## src/rtl/aqp_sram_ctrl_if.sv

```systemverilog
`default_nettype none
// ============================================================================
//  Module      : aqp_sram_ctrl_if
//  Description : Core-side request/response bus for the external SRAM
//                controller. The master drives a request, holds it stable
//                and waits for the one-cycle ack. The slave returns read
//                data together with that ack.
//  Signals     : bus_addr     byte address (ADDR_WIDTH)
//                bus_wrdata   write data, lane i = [8i+7:8i]
//                bus_bytesel  lane enables (BYTES)
//                bus_wren     1 = write, 0 = read
//                bus_strobe   request, held until bus_ack
//                bus_rddata   read data, valid with bus_ack
//                bus_ack      one-cycle completion pulse
//  Revision    : 1.0 - initial release
// ============================================================================
interface aqp_sram_ctrl_if #(
    parameter int BYTES      = 4,
    parameter int ADDR_WIDTH = 19
);
    logic [ADDR_WIDTH-1:0] bus_addr;
    logic [8*BYTES-1:0]    bus_wrdata;
    logic [BYTES-1:0]      bus_bytesel;
    logic                  bus_wren;
    logic                  bus_strobe;
    logic [8*BYTES-1:0]    bus_rddata;
    logic                  bus_ack;

    modport master (
        output bus_addr, bus_wrdata, bus_bytesel, bus_wren, bus_strobe,
        input  bus_rddata, bus_ack
    );

    modport slave (
        input  bus_addr, bus_wrdata, bus_bytesel, bus_wren, bus_strobe,
        output bus_rddata, bus_ack
    );
endinterface
`default_nettype wire

```

## src/rtl/aqp_sram_ctrl.sv

```systemverilog
`default_nettype none
// ============================================================================
//  Module      : aqp_sram_ctrl
//  Description : Controller for the external byte-wide SRAM on the ebus.
//                Splits one multi-byte core request into a sequence of
//                byte accesses of ACCESS_CYCLES clocks each. Writes add one
//                recovery clock per byte with we_n high. Unselected lanes
//                are skipped and read back as zero. All outputs are
//                registered. The ebus_d tristate is owned by the top level.
//  Ports       : clk, reset_n  clock, synchronous active-low reset
//                bus           aqp_sram_ctrl_if.slave core request bus
//                ram_a         SRAM address (19 bits)
//                ram_ce_n/oe_n/we_n  SRAM strobes
//                ram_d_out     write byte to pins
//                ram_d_oe      1 = FPGA drives ebus_d
//                ram_d_in      byte from pins
//  Options     : AQP_SRAM_RDBUF_EN - single-entry read buffer holding the
//                last fully read word; covered reads are answered without
//                SRAM cycles.
//  Revision    : 1.0 - initial release
// ============================================================================
module aqp_sram_ctrl #(
    parameter int BYTES         = 4,
    parameter int ADDR_WIDTH    = 19,
    parameter int ACCESS_CYCLES = 2
) (
    input  wire             clk,
    input  wire             reset_n,
    aqp_sram_ctrl_if.slave  bus,
    output logic [18:0]     ram_a,
    output logic            ram_ce_n,
    output logic            ram_oe_n,
    output logic            ram_we_n,
    output logic [7:0]      ram_d_out,
    output logic            ram_d_oe,
    input  wire  [7:0]      ram_d_in
);

    localparam int         LANE_W     = (BYTES > 1) ? $clog2(BYTES) : 1;
    localparam logic [3:0] C_LAST_CNT = 4'(ACCESS_CYCLES - 1);

    typedef enum logic [1:0] {
        S_IDLE    = 2'd0,
        S_ACCESS  = 2'd1,
        S_RECOVER = 2'd2,
        S_DONE    = 2'd3
    } state_t;

    // Lowest set lane of a mask (0 when the mask is empty).
    function automatic logic [LANE_W-1:0] f_lowest(input logic [BYTES-1:0] mask);
        logic [LANE_W-1:0] idx;
        idx = '0;
        for (int i = BYTES - 1; i >= 0; i--) begin
            if (mask[i]) idx = LANE_W'(i);
        end
        return idx;
    endfunction

    state_t                r_state, w_state_nxt;
    logic [ADDR_WIDTH-1:0] r_base, w_base_nxt;
    logic [8*BYTES-1:0]    r_wdata, w_wdata_nxt;
    logic                  r_wren, w_wren_nxt;
    logic [BYTES-1:0]      r_pend, w_pend_nxt;     // lanes not yet started
    logic [LANE_W-1:0]     r_lane, w_lane_nxt;
    logic [3:0]            r_cnt, w_cnt_nxt;
    logic [ADDR_WIDTH-1:0] r_ram_a, w_ram_a_nxt;
    logic                  r_ce_n, w_ce_n_nxt;
    logic                  r_oe_n, w_oe_n_nxt;
    logic                  r_we_n, w_we_n_nxt;
    logic [7:0]            r_d_out, w_d_out_nxt;
    logic                  r_d_oe, w_d_oe_nxt;
    logic [8*BYTES-1:0]    r_rddata, w_rddata_nxt;
    logic                  r_ack, w_ack_nxt;

    logic                  w_go;        // start the lowest lane of w_go_mask
    logic                  w_finish;    // move to DONE with strobes released
    logic [BYTES-1:0]      w_go_mask;
    logic [ADDR_WIDTH-1:0] w_go_base;
    logic [8*BYTES-1:0]    w_go_wdata;
    logic                  w_go_wren;
    logic [LANE_W-1:0]     w_go_lane;

    logic [ADDR_WIDTH-1:0] w_req_base;
    logic                  w_hit;
    logic [8*BYTES-1:0]    w_buf_rd;

    // Word-aligned base; the low lane bits of the request address are ignored.
    assign w_req_base = bus.bus_addr & ~ADDR_WIDTH'(BYTES - 1);

`ifdef AQP_SRAM_RDBUF_EN
    logic                  r_buf_valid;
    logic [ADDR_WIDTH-1:0] r_buf_addr;
    logic [8*BYTES-1:0]    r_buf_data;
    logic                  r_full;
    logic [8*BYTES-1:0]    w_sel_bits;
    logic                  w_accept;
    logic                  w_fill;

    for (genvar gi = 0; gi < BYTES; gi++) begin : g_sel_bits
        assign w_sel_bits[8*gi +: 8] = {8{bus.bus_bytesel[gi]}};
    end

    assign w_accept = (r_state == S_IDLE) && bus.bus_strobe && !r_ack;
    // Last byte of a read that covered every lane completes the buffer word.
    assign w_fill   = (r_state == S_ACCESS) && (r_cnt == C_LAST_CNT) && !r_wren
                      && (r_pend == '0) && r_full;
    assign w_hit    = r_buf_valid && !bus.bus_wren && (w_req_base == r_buf_addr);
    assign w_buf_rd = r_buf_data & w_sel_bits;

    always_ff @(posedge clk) begin
        if (!reset_n) begin
            r_buf_valid <= 1'b0;
            r_buf_addr  <= '0;
            r_buf_data  <= '0;
            r_full      <= 1'b0;
        end else begin
            if (w_accept) r_full <= &bus.bus_bytesel;
            if (w_fill) begin
                r_buf_valid <= 1'b1;
                r_buf_addr  <= r_base;
                r_buf_data  <= w_rddata_nxt;
            end else if (w_accept && bus.bus_wren && r_buf_valid
                         && (w_req_base == r_buf_addr)) begin
                // Keep the buffered copy coherent with the write.
                r_buf_data <= (r_buf_data & ~w_sel_bits) | (bus.bus_wrdata & w_sel_bits);
            end
        end
    end
`else
    assign w_hit    = 1'b0;
    assign w_buf_rd = '0;
`endif

    always_comb begin
        w_state_nxt  = r_state;
        w_base_nxt   = r_base;
        w_wdata_nxt  = r_wdata;
        w_wren_nxt   = r_wren;
        w_pend_nxt   = r_pend;
        w_lane_nxt   = r_lane;
        w_cnt_nxt    = r_cnt;
        w_ram_a_nxt  = r_ram_a;
        w_ce_n_nxt   = r_ce_n;
        w_oe_n_nxt   = r_oe_n;
        w_we_n_nxt   = r_we_n;
        w_d_out_nxt  = r_d_out;
        w_d_oe_nxt   = r_d_oe;
        w_rddata_nxt = r_rddata;
        w_ack_nxt    = 1'b0;
        w_go         = 1'b0;
        w_finish     = 1'b0;
        w_go_mask    = r_pend;
        w_go_base    = r_base;
        w_go_wdata   = r_wdata;
        w_go_wren    = r_wren;

        case (r_state)
            S_IDLE: begin
                if (bus.bus_strobe && !r_ack) begin
                    w_base_nxt   = w_req_base;
                    w_wdata_nxt  = bus.bus_wrdata;
                    w_wren_nxt   = bus.bus_wren;
                    w_rddata_nxt = w_hit ? w_buf_rd : '0;
                    if ((bus.bus_bytesel == '0) || w_hit) begin
                        w_finish = 1'b1;
                    end else begin
                        w_go       = 1'b1;
                        w_go_mask  = bus.bus_bytesel;
                        w_go_base  = w_req_base;
                        w_go_wdata = bus.bus_wrdata;
                        w_go_wren  = bus.bus_wren;
                    end
                end
            end
            S_ACCESS: begin
                if (r_cnt == C_LAST_CNT) begin
                    if (r_wren) begin
                        // Raise we_n but keep address, data and ce for hold time.
                        w_state_nxt = S_RECOVER;
                        w_we_n_nxt  = 1'b1;
                    end else begin
                        w_rddata_nxt[8*r_lane +: 8] = ram_d_in;
                        if (r_pend != '0) w_go = 1'b1;
                        else              w_finish = 1'b1;
                    end
                end else begin
                    w_cnt_nxt = r_cnt + 4'd1;
                end
            end
            S_RECOVER: begin
                if (r_pend != '0) w_go = 1'b1;
                else              w_finish = 1'b1;
            end
            S_DONE: begin
                w_state_nxt = S_IDLE;
            end
            default: begin
                w_state_nxt = S_IDLE;
            end
        endcase

        w_go_lane = f_lowest(w_go_mask);

        if (w_go) begin
            w_state_nxt = S_ACCESS;
            w_lane_nxt  = w_go_lane;
            w_pend_nxt  = w_go_mask & ~(BYTES'(1) << w_go_lane);
            w_cnt_nxt   = 4'd0;
            w_ram_a_nxt = w_go_base + ADDR_WIDTH'(w_go_lane);
            w_ce_n_nxt  = 1'b0;
            w_oe_n_nxt  = w_go_wren;
            w_we_n_nxt  = !w_go_wren;
            w_d_oe_nxt  = w_go_wren;
            w_d_out_nxt = w_go_wren ? w_go_wdata[8*w_go_lane +: 8] : r_d_out;
        end

        if (w_finish) begin
            w_state_nxt = S_DONE;
            w_ack_nxt   = 1'b1;
            w_ce_n_nxt  = 1'b1;
            w_oe_n_nxt  = 1'b1;
            w_we_n_nxt  = 1'b1;
            w_d_oe_nxt  = 1'b0;
        end
    end

    always_ff @(posedge clk) begin
        if (!reset_n) begin
            r_state  <= S_IDLE;
            r_base   <= '0;
            r_wdata  <= '0;
            r_wren   <= 1'b0;
            r_pend   <= '0;
            r_lane   <= '0;
            r_cnt    <= 4'd0;
            r_ram_a  <= '0;
            r_ce_n   <= 1'b1;
            r_oe_n   <= 1'b1;
            r_we_n   <= 1'b1;
            r_d_out  <= 8'd0;
            r_d_oe   <= 1'b0;
            r_rddata <= '0;
            r_ack    <= 1'b0;
        end else begin
            r_state  <= w_state_nxt;
            r_base   <= w_base_nxt;
            r_wdata  <= w_wdata_nxt;
            r_wren   <= w_wren_nxt;
            r_pend   <= w_pend_nxt;
            r_lane   <= w_lane_nxt;
            r_cnt    <= w_cnt_nxt;
            r_ram_a  <= w_ram_a_nxt;
            r_ce_n   <= w_ce_n_nxt;
            r_oe_n   <= w_oe_n_nxt;
            r_we_n   <= w_we_n_nxt;
            r_d_out  <= w_d_out_nxt;
            r_d_oe   <= w_d_oe_nxt;
            r_rddata <= w_rddata_nxt;
            r_ack    <= w_ack_nxt;
        end
    end

    // Fit the internal address onto the 19 SRAM address pins.
    if (ADDR_WIDTH >= 19) begin : g_addr_trunc
        assign ram_a = r_ram_a[18:0];
    end else begin : g_addr_ext
        assign ram_a = {{(19 - ADDR_WIDTH){1'b0}}, r_ram_a};
    end

    assign ram_ce_n        = r_ce_n;
    assign ram_oe_n        = r_oe_n;
    assign ram_we_n        = r_we_n;
    assign ram_d_out       = r_d_out;
    assign ram_d_oe        = r_d_oe;
    assign bus.bus_rddata  = r_rddata;
    assign bus.bus_ack     = r_ack;

endmodule
`default_nettype wire

```

## src/flat_wrapper.sv

```systemverilog
// flat-port wrapper written by rule: the top's interface ports become plain ports
module aqp_sram_ctrl_flat 
#(
    parameter int BYTES         = 4,
    parameter int ADDR_WIDTH    = 19,
    parameter int ACCESS_CYCLES = 2
)
  (clk, reset_n, ram_a, ram_ce_n, ram_oe_n, ram_we_n, ram_d_out, ram_d_oe, ram_d_in, bus_bus_addr, bus_bus_wrdata, bus_bus_bytesel, bus_bus_wren, bus_bus_strobe, bus_bus_rddata, bus_bus_ack);
  aqp_sram_ctrl_if #(.BYTES(BYTES), .ADDR_WIDTH(ADDR_WIDTH)) bus_i ();
  input  wire clk;
  input  wire reset_n;
  output logic [18:0] ram_a;
  output logic ram_ce_n;
  output logic ram_oe_n;
  output logic ram_we_n;
  output logic [7:0] ram_d_out;
  output logic ram_d_oe;
  input  wire  [7:0] ram_d_in;
  input wire logic [$bits(bus_i.bus_addr)-1:0] bus_bus_addr;
  input wire logic [$bits(bus_i.bus_wrdata)-1:0] bus_bus_wrdata;
  input wire logic [$bits(bus_i.bus_bytesel)-1:0] bus_bus_bytesel;
  input wire logic [$bits(bus_i.bus_wren)-1:0] bus_bus_wren;
  input wire logic [$bits(bus_i.bus_strobe)-1:0] bus_bus_strobe;
  output wire logic [$bits(bus_i.bus_rddata)-1:0] bus_bus_rddata;
  output wire logic [$bits(bus_i.bus_ack)-1:0] bus_bus_ack;
  assign bus_i.bus_addr = bus_bus_addr;
  assign bus_i.bus_wrdata = bus_bus_wrdata;
  assign bus_i.bus_bytesel = bus_bus_bytesel;
  assign bus_i.bus_wren = bus_bus_wren;
  assign bus_i.bus_strobe = bus_bus_strobe;
  assign bus_bus_rddata = bus_i.bus_rddata;
  assign bus_bus_ack = bus_i.bus_ack;
  aqp_sram_ctrl #(.BYTES(BYTES), .ADDR_WIDTH(ADDR_WIDTH), .ACCESS_CYCLES(ACCESS_CYCLES)) u_core (.clk(clk), .reset_n(reset_n), .bus(bus_i), .ram_a(ram_a), .ram_ce_n(ram_ce_n), .ram_oe_n(ram_oe_n), .ram_we_n(ram_we_n), .ram_d_out(ram_d_out), .ram_d_oe(ram_d_oe), .ram_d_in(ram_d_in));
endmodule
```

## config.mk

```make
export PLATFORM = sky130hd
export DESIGN_NAME = aqp_sram_ctrl_flat
export DESIGN_NICKNAME = d
export VERILOG_FILES = /design/src/rtl/aqp_sram_ctrl_if.sv /design/src/rtl/aqp_sram_ctrl.sv /design/src/flat_wrapper.sv
export SDC_FILE = /design/constraint.sdc
export NUM_CORES = 1
export LEC_CHECK = 0
export ABC_AREA = 1
export CAP_MARGIN = 20
export CORE_ASPECT_RATIO = 1.5
export CORE_MARGIN = 4
export CORE_UTILIZATION = 50
export DETAILED_ROUTE_END_ITERATION = 10
export PLACE_DENSITY_LB_ADDON = 0.2
export SLEW_MARGIN = 25
export SYNTH_ARGS = -nofsm -noshare
export SYNTH_HDL_FRONTEND = slang
export SYNTH_SLANG_ARGS = --single-unit
```

## constraint.sdc

```tcl
create_clock -name clk -period 2.5 [get_ports clk]
set_input_delay 0.25 -clock clk [delete_from_list [all_inputs] [get_ports clk]]
set_output_delay 0.25 -clock clk [all_outputs]
set_load 0.005 [all_outputs]
```

-- Yosys cells after proc, flatten, opt, wreduce, memory -nomap -nowiden
Cells that the tools add are included.
- register bits: 126
- bits of input ports: 67
- add/subtract/negate cells: 3
- eq/ne operators: 9
- shift operators: 4
- multiplexer cells: 43
- bitwise operators: 4
- reduce and logical (&&, ||, !) cells: 19
- operators with widths (operator ; number):
    2-to-1 mux 32 bit ; 6
    case mux 32 bit (2 select lines) ; 1
    2-to-1 mux 19 bit ; 3
    negation 5 -> 34 bit ; 1
    variable shift 8 x 34 -> 32 bit (first input constant) ; 1
    variable part select 8 x 34 -> 32 bit ; 1
    bitwise mux 32 bit ; 1
    variable part select 32 x 6 -> 8 bit ; 1
    adder 19 x 2 -> 19 bit ; 1
    2-to-1 mux 1 bit ; 18
    2-to-1 mux 2 bit ; 8
    2-to-1 mux 4 bit ; 3
    inequality test 4 x 1 -> 1 bit (second input constant) ; 2
    nonzero test 2 bit ; 4
    nonzero test 4 bit ; 2
    case mux 1 bit (3 select lines) ; 2
    AND reduction 2 bit ; 3
    AND reduction 3 bit ; 2
    adder 4 x 1 -> 4 bit (second input constant) ; 1
    bitwise AND 4 bit ; 1
    equality test 2 bit (second input constant) ; 2
    equality test 4 x 1 -> 1 bit (second input constant) ; 1
    zero test 4 bit ; 1
    inequality test 2 x 1 -> 1 bit (second input constant) ; 2
    other kinds (11) ; 14

-- Longest topological paths before layout
- depth after elaboration: 11
- gate-level depth with buffers: 12
- depth with buffers taken out: 12

-- Least setup slack after synthesis
Ideal clock, no wire load.
- path kind: register -> register
- start: register, netlist name u_core.ram_a[0]
- end: register u_core.r_rddata[5], in the netlist u_core.bus.bus_rddata[5]
- data arrival time: 1.832 ns
- required time: 2.429 ns
- path slack: 0.597 ns
- cell stages (with the launch flop): 9
- buffers on the path: 1
- clock period less this slack: 1.903 ns
- path through: dfxtp_1 > clkbuf_1 > inv_1 > ha_1 > inv_1 > nand3_1 > nor3_2 > nand2_1 > a21oi_1
- RTL lines (what ; RTL line ; text):
    end signal, assigned ; aqp_sram_ctrl.sv:258 ; r_rddata <= w_rddata_nxt;
    end, declared ; aqp_sram_ctrl.sv:72 ; logic [8*BYTES-1:0] r_rddata, w_rddata_nxt;

-- Worst setup path after layout
- start: register u_core.r_state[1]
- end: register u_core.r_d_out[7], in the netlist u_core.ram_d_out[7]
- word-level cells in the longest chain between the ends: 7
- elaborated cells on any way between the ends: 13
- those cells by class: eq/ne: 2; shift: 1; mux: 8; reduce/logical: 2
- RTL lines (what ; RTL line ; text):
    start, declared ; aqp_sram_ctrl.sv:59 ; state_t r_state, w_state_nxt;
    start signal, assigned ; aqp_sram_ctrl.sv:245 ; r_state <= w_state_nxt;
    zero test 2 bit ; aqp_sram_ctrl.sv:157 ; case (r_state)
    2-to-1 mux 4 bit ; aqp_sram_ctrl.sv:157 ;
    2-to-1 mux 2 bit (4 in a row) ; aqp_sram_ctrl.sv:54 ; if (mask[i]) idx = LANE_W'(i);
    variable part select 32 x 6 -> 8 bit ; aqp_sram_ctrl.sv:214 ; w_d_out_nxt = w_go_wren ? w_go_wdata[8*w_go_lane +: 8] : r_d_out;
    end signal, assigned ; aqp_sram_ctrl.sv:256 ; r_d_out <= w_d_out_nxt;
    end, declared ; aqp_sram_ctrl.sv:70 ; logic [7:0] r_d_out, w_d_out_nxt;
Several ways; a longest one is shown, not always the timed one.
A chain may end at the register's enable or synchronous reset.

==> results.md <==
* Minimum clock period at 1.973 ns
* NetSw at roughly 3.2 mW
* Most used standard cell by instance count after synthesis: dfxtp_1
* Setup-failing EPs final at 0
* Post-CTS setup buffer count at 0
* Hold Slack at 0.2576 ns
* Total Routed Length at 15.51 mm
* CTS tree: built
* Post-synth EDFFs at 0
* CTS H-tree lvls at 4
* Area grow syn2layout at 35.97%
* Detail Placement HPWL at 11.09 mm
* Fillers at 913
* Num CTS Buffers at 17
* Rows at 47
* Max Cap Violations at 0
* Vias at 5610
* Register area share after synthesis at 44.30%
* Post-DRT Antenna Nets at 0
* Vias/cell at 5.431
* Routability Congestion at 0.8451
* Post-Synthesis Cell Area at 5604 µm²
* Post-synthesis async set-or-reset flop share at 0%
* CP Capture Type: flop
* CP required at 2.83 ns
* Combinational share of power at 39.1%
* Pwr Density at ~1100 nW/µm²
* Wirelength per Cell at 15.02 µm
* DRT Pass-1 Iters at 6
* Hold buffers post-CTS at 0
* Post-synthesis simple-gate area fraction at 24.11%
* Cell-internal power at between 5 and 6 mW
* Clock power share at 28.9%
* CTS max path bufs at 2
* # port buffers at 128
* Grt ovf at 0
* Worst Path Max Fanout at 24
* Mapped Cells at 751
* Adder-Cell Fraction of Synth Area at 1.340%
* IO Pins at 131
* Clock slew at reported path FFs at 0.06 ns
* Leak at 3.086 nW
* Biggest area consumer among synthesized cells: dfxtp_1
* Layout net count at between 900 and 1k
* Worst hold path class: input port to flop
* Ratio of cells with drive above 1 in the final layout at 9.707%
* Hold Vio Cnt, Final at 0
* Final antenna diode count at 0
* Most common flop cell mapped by yosys: dfxtp_1
* Fmax at between 500 and 600 MHz
* RSZ-0062 raised after global routing: false
* Die area at 13000 µm²
* Antenna violations before repair at 0
* DRT iter0 DRCs at 332
* Synthesized flop and latch total at approximately 120
* Die Height at 137.7 µm
* Largest net degree at the start of global routing at 52
* Vias in the first global route at 5523
* XOR/XNOR share of the synthesized area at 0.3126%
* Clk sinks at 124
* Switching Share at 36.39%
* Synth area leaders: dfxtp_1, o21ai_0, nand2_1
* Multiplexer area fraction after synthesis at 1.608%
* Number of warnings issued by yosys at 0
* Drc violations at 0
* Startpoint types: flop
* Top-area cell type share of the netlist area at around 44%
* Max-slew violations at 0
* Resized Gates After CTS at 0
* Worst skew pair latency at 0.42 ns
* Compound-Gate Fraction of Synth Area at 20.63%
* Final setup TNS at 0 ns
* Syn avg cell area at 7.462 µm²
* Critical setup path kind: flop to flop
* Combinational family with the most area after synthesis: simple AND/OR/NAND/NOR gates
* Area after DPL at between 7000 and 8000 µm²
* Initial Utilization at 50.96%
* Worst-Margin Slew at roughly 0.48 ns
* Syn nets at 824
* Commonest cells in the netlist: dfxtp_1, nand2_1, o21ai_0
* Fin Clk Skew at 0.007720 ns
* Global Route Usage Sum at about a quarter
* Seq pwr share at 32.1%
* Relative slew slack at between 60% and 70%
* Fin area at ~7600 µm²
* Critical Path AT at 2.31 ns
* First-pass GRT wire length at 24.95 mm
* Die width at 94.44 µm
* Root buffer cell: clkbuf_16
* Yosys cell types at 40
* Core Area at between 10000 and 15000 µm²
* Peak supply drop at 619.3 µV
* Final Cycle Share at 78.93%
* Outcome: finished clean
==> per-layer routing <==
layer / part of all wire, % / GRT usage [%] / wire (µm)
met1: 37 / 26.16 / 5815
met2: 53 / 43.52 / 8223
met3: 6.1 / 5.027 / 950
met5: 0 / 0 / 0
met4: 3.4 / 13.01 / 524
==> per-stage QoR <==
step,util (%),power (mW),cells,setup WS (ns)
3_3_place_gp,63.74,6.037,1002,0.2841
2_1_floorplan,-,5.006,751,0.5973
3_5_place_dp,63.74,6.175,1002,0.2185
5_1_grt,69.29,9.255,1033,0.3622
6_report,69.29,8.694,1033,0.5267
4_1_cts,69.29,8.723,1033,0.5412
==> area by class of cell <==
class / count / area [µm²] / share of cell area [%]
multi-input combinational: 522 / 2693 / 35.34
sequential: 124 / 2482 / 32.58
timing repair buffer: 143 / 1401 / 18.39
clock buffer: 21 / 470.5 / 6.174
inverter: 66 / 249.0 / 3.268
tap: 147 / 183.9 / 2.414
clock inverter: 10 / 140.1 / 1.839
==> sequential cells by signal, summed over array words and instances (netlist names) <==
register and cells:
u_core.r_state 2, u_core.ram_d_out 8, u_core.bus.bus_rddata 32, u_core.r_wren 1, u_core.ram_oe_n 1, u_core.r_cnt 4, u_core.r_base 17, u_core.ram_we_n 1
u_core.ram_ce_n 1, u_core.bus.bus_ack 1, u_core.ram_d_oe 1, u_core.r_wdata 32, u_core.ram_a 19, u_core.r_pend 4
==> worst paths after layout <==
kind                       from             endpoint  cells after the start  slack (ns)
max reg2reg   u_core.r_state[1]  u_core.ram_d_out[7]                     12        0.53
max           u_core.r_state[1]  u_core.ram_d_out[7]                     12        0.53
min reg2reg  u_core.r_wdata[14]   u_core.r_wdata[14]                      2        0.45
min                     reset_n     u_core.r_base[2]                      3        0.26
==> kinds of logic after synthesis <==
logic type	Yosys count
simple gates	293
compound gates	212
flops	124
buf+inv	105
mux	9
fa+ha+maj	6
xor+xnor	2
==> critical path, cell delays in order, from the launching register on <==
cell	delay (ns)
dfxtp_1	0.43
inv_2	0.07
nand2_2	0.10
nor2_4	0.06
nand2_4	0.27
nand2_1	0.12
nand2_2	0.16
inv_1	0.08
nand2_2	0.17
nand2_4	0.12
nand2_1	0.08
nand3_1	0.07
a21oi_1	0.17
==> power by group through the flow <==
stage | Sequential, mW | Clock, mW | Combinational (mW)
CTS | 2.79 | 2.54 | 3.40
floorplan | 2.79 | 0 | 2.22
detailed placement | 2.82 | 0 | 3.35
finish | 2.79 | 2.51 | 3.40
global route | 2.85 | 2.63 | 3.77
global placement | 2.79 | 0 | 3.24
==> cell usage in the layout (no fill, tap or decap), drive strengths merged <==
cell type / netlist / final
nand2: 134 / 134
clkdlybuf4s50: 0 / 127
dfxtp: 124 / 124
o21ai: 113 / 113
nor2: 91 / 91
a21oi: 70 / 70
inv: 64 / 64
nand3: 47 / 47
clkbuf: 25 / 21
a31oi: 18 / 18
buf: 14 / 16
nand3b: 12 / 12
mux2i: 9 / 9
ha: 6 / 6
clkinv: 2 / 6
o22ai: 5 / 5
nor3: 4 / 4
nand4: 3 / 3
clkinvlp: 0 / 3
bufinv: 0 / 3
a211oi: 2 / 2
xnor2: 2 / 2
or2: 2 / 2
o211a: 1 / 1
a21boi: 1 / 1
a2111oi: 1 / 1
o31ai: 1 / 1
No activity file was read; power rests on OpenSTA's default activity.
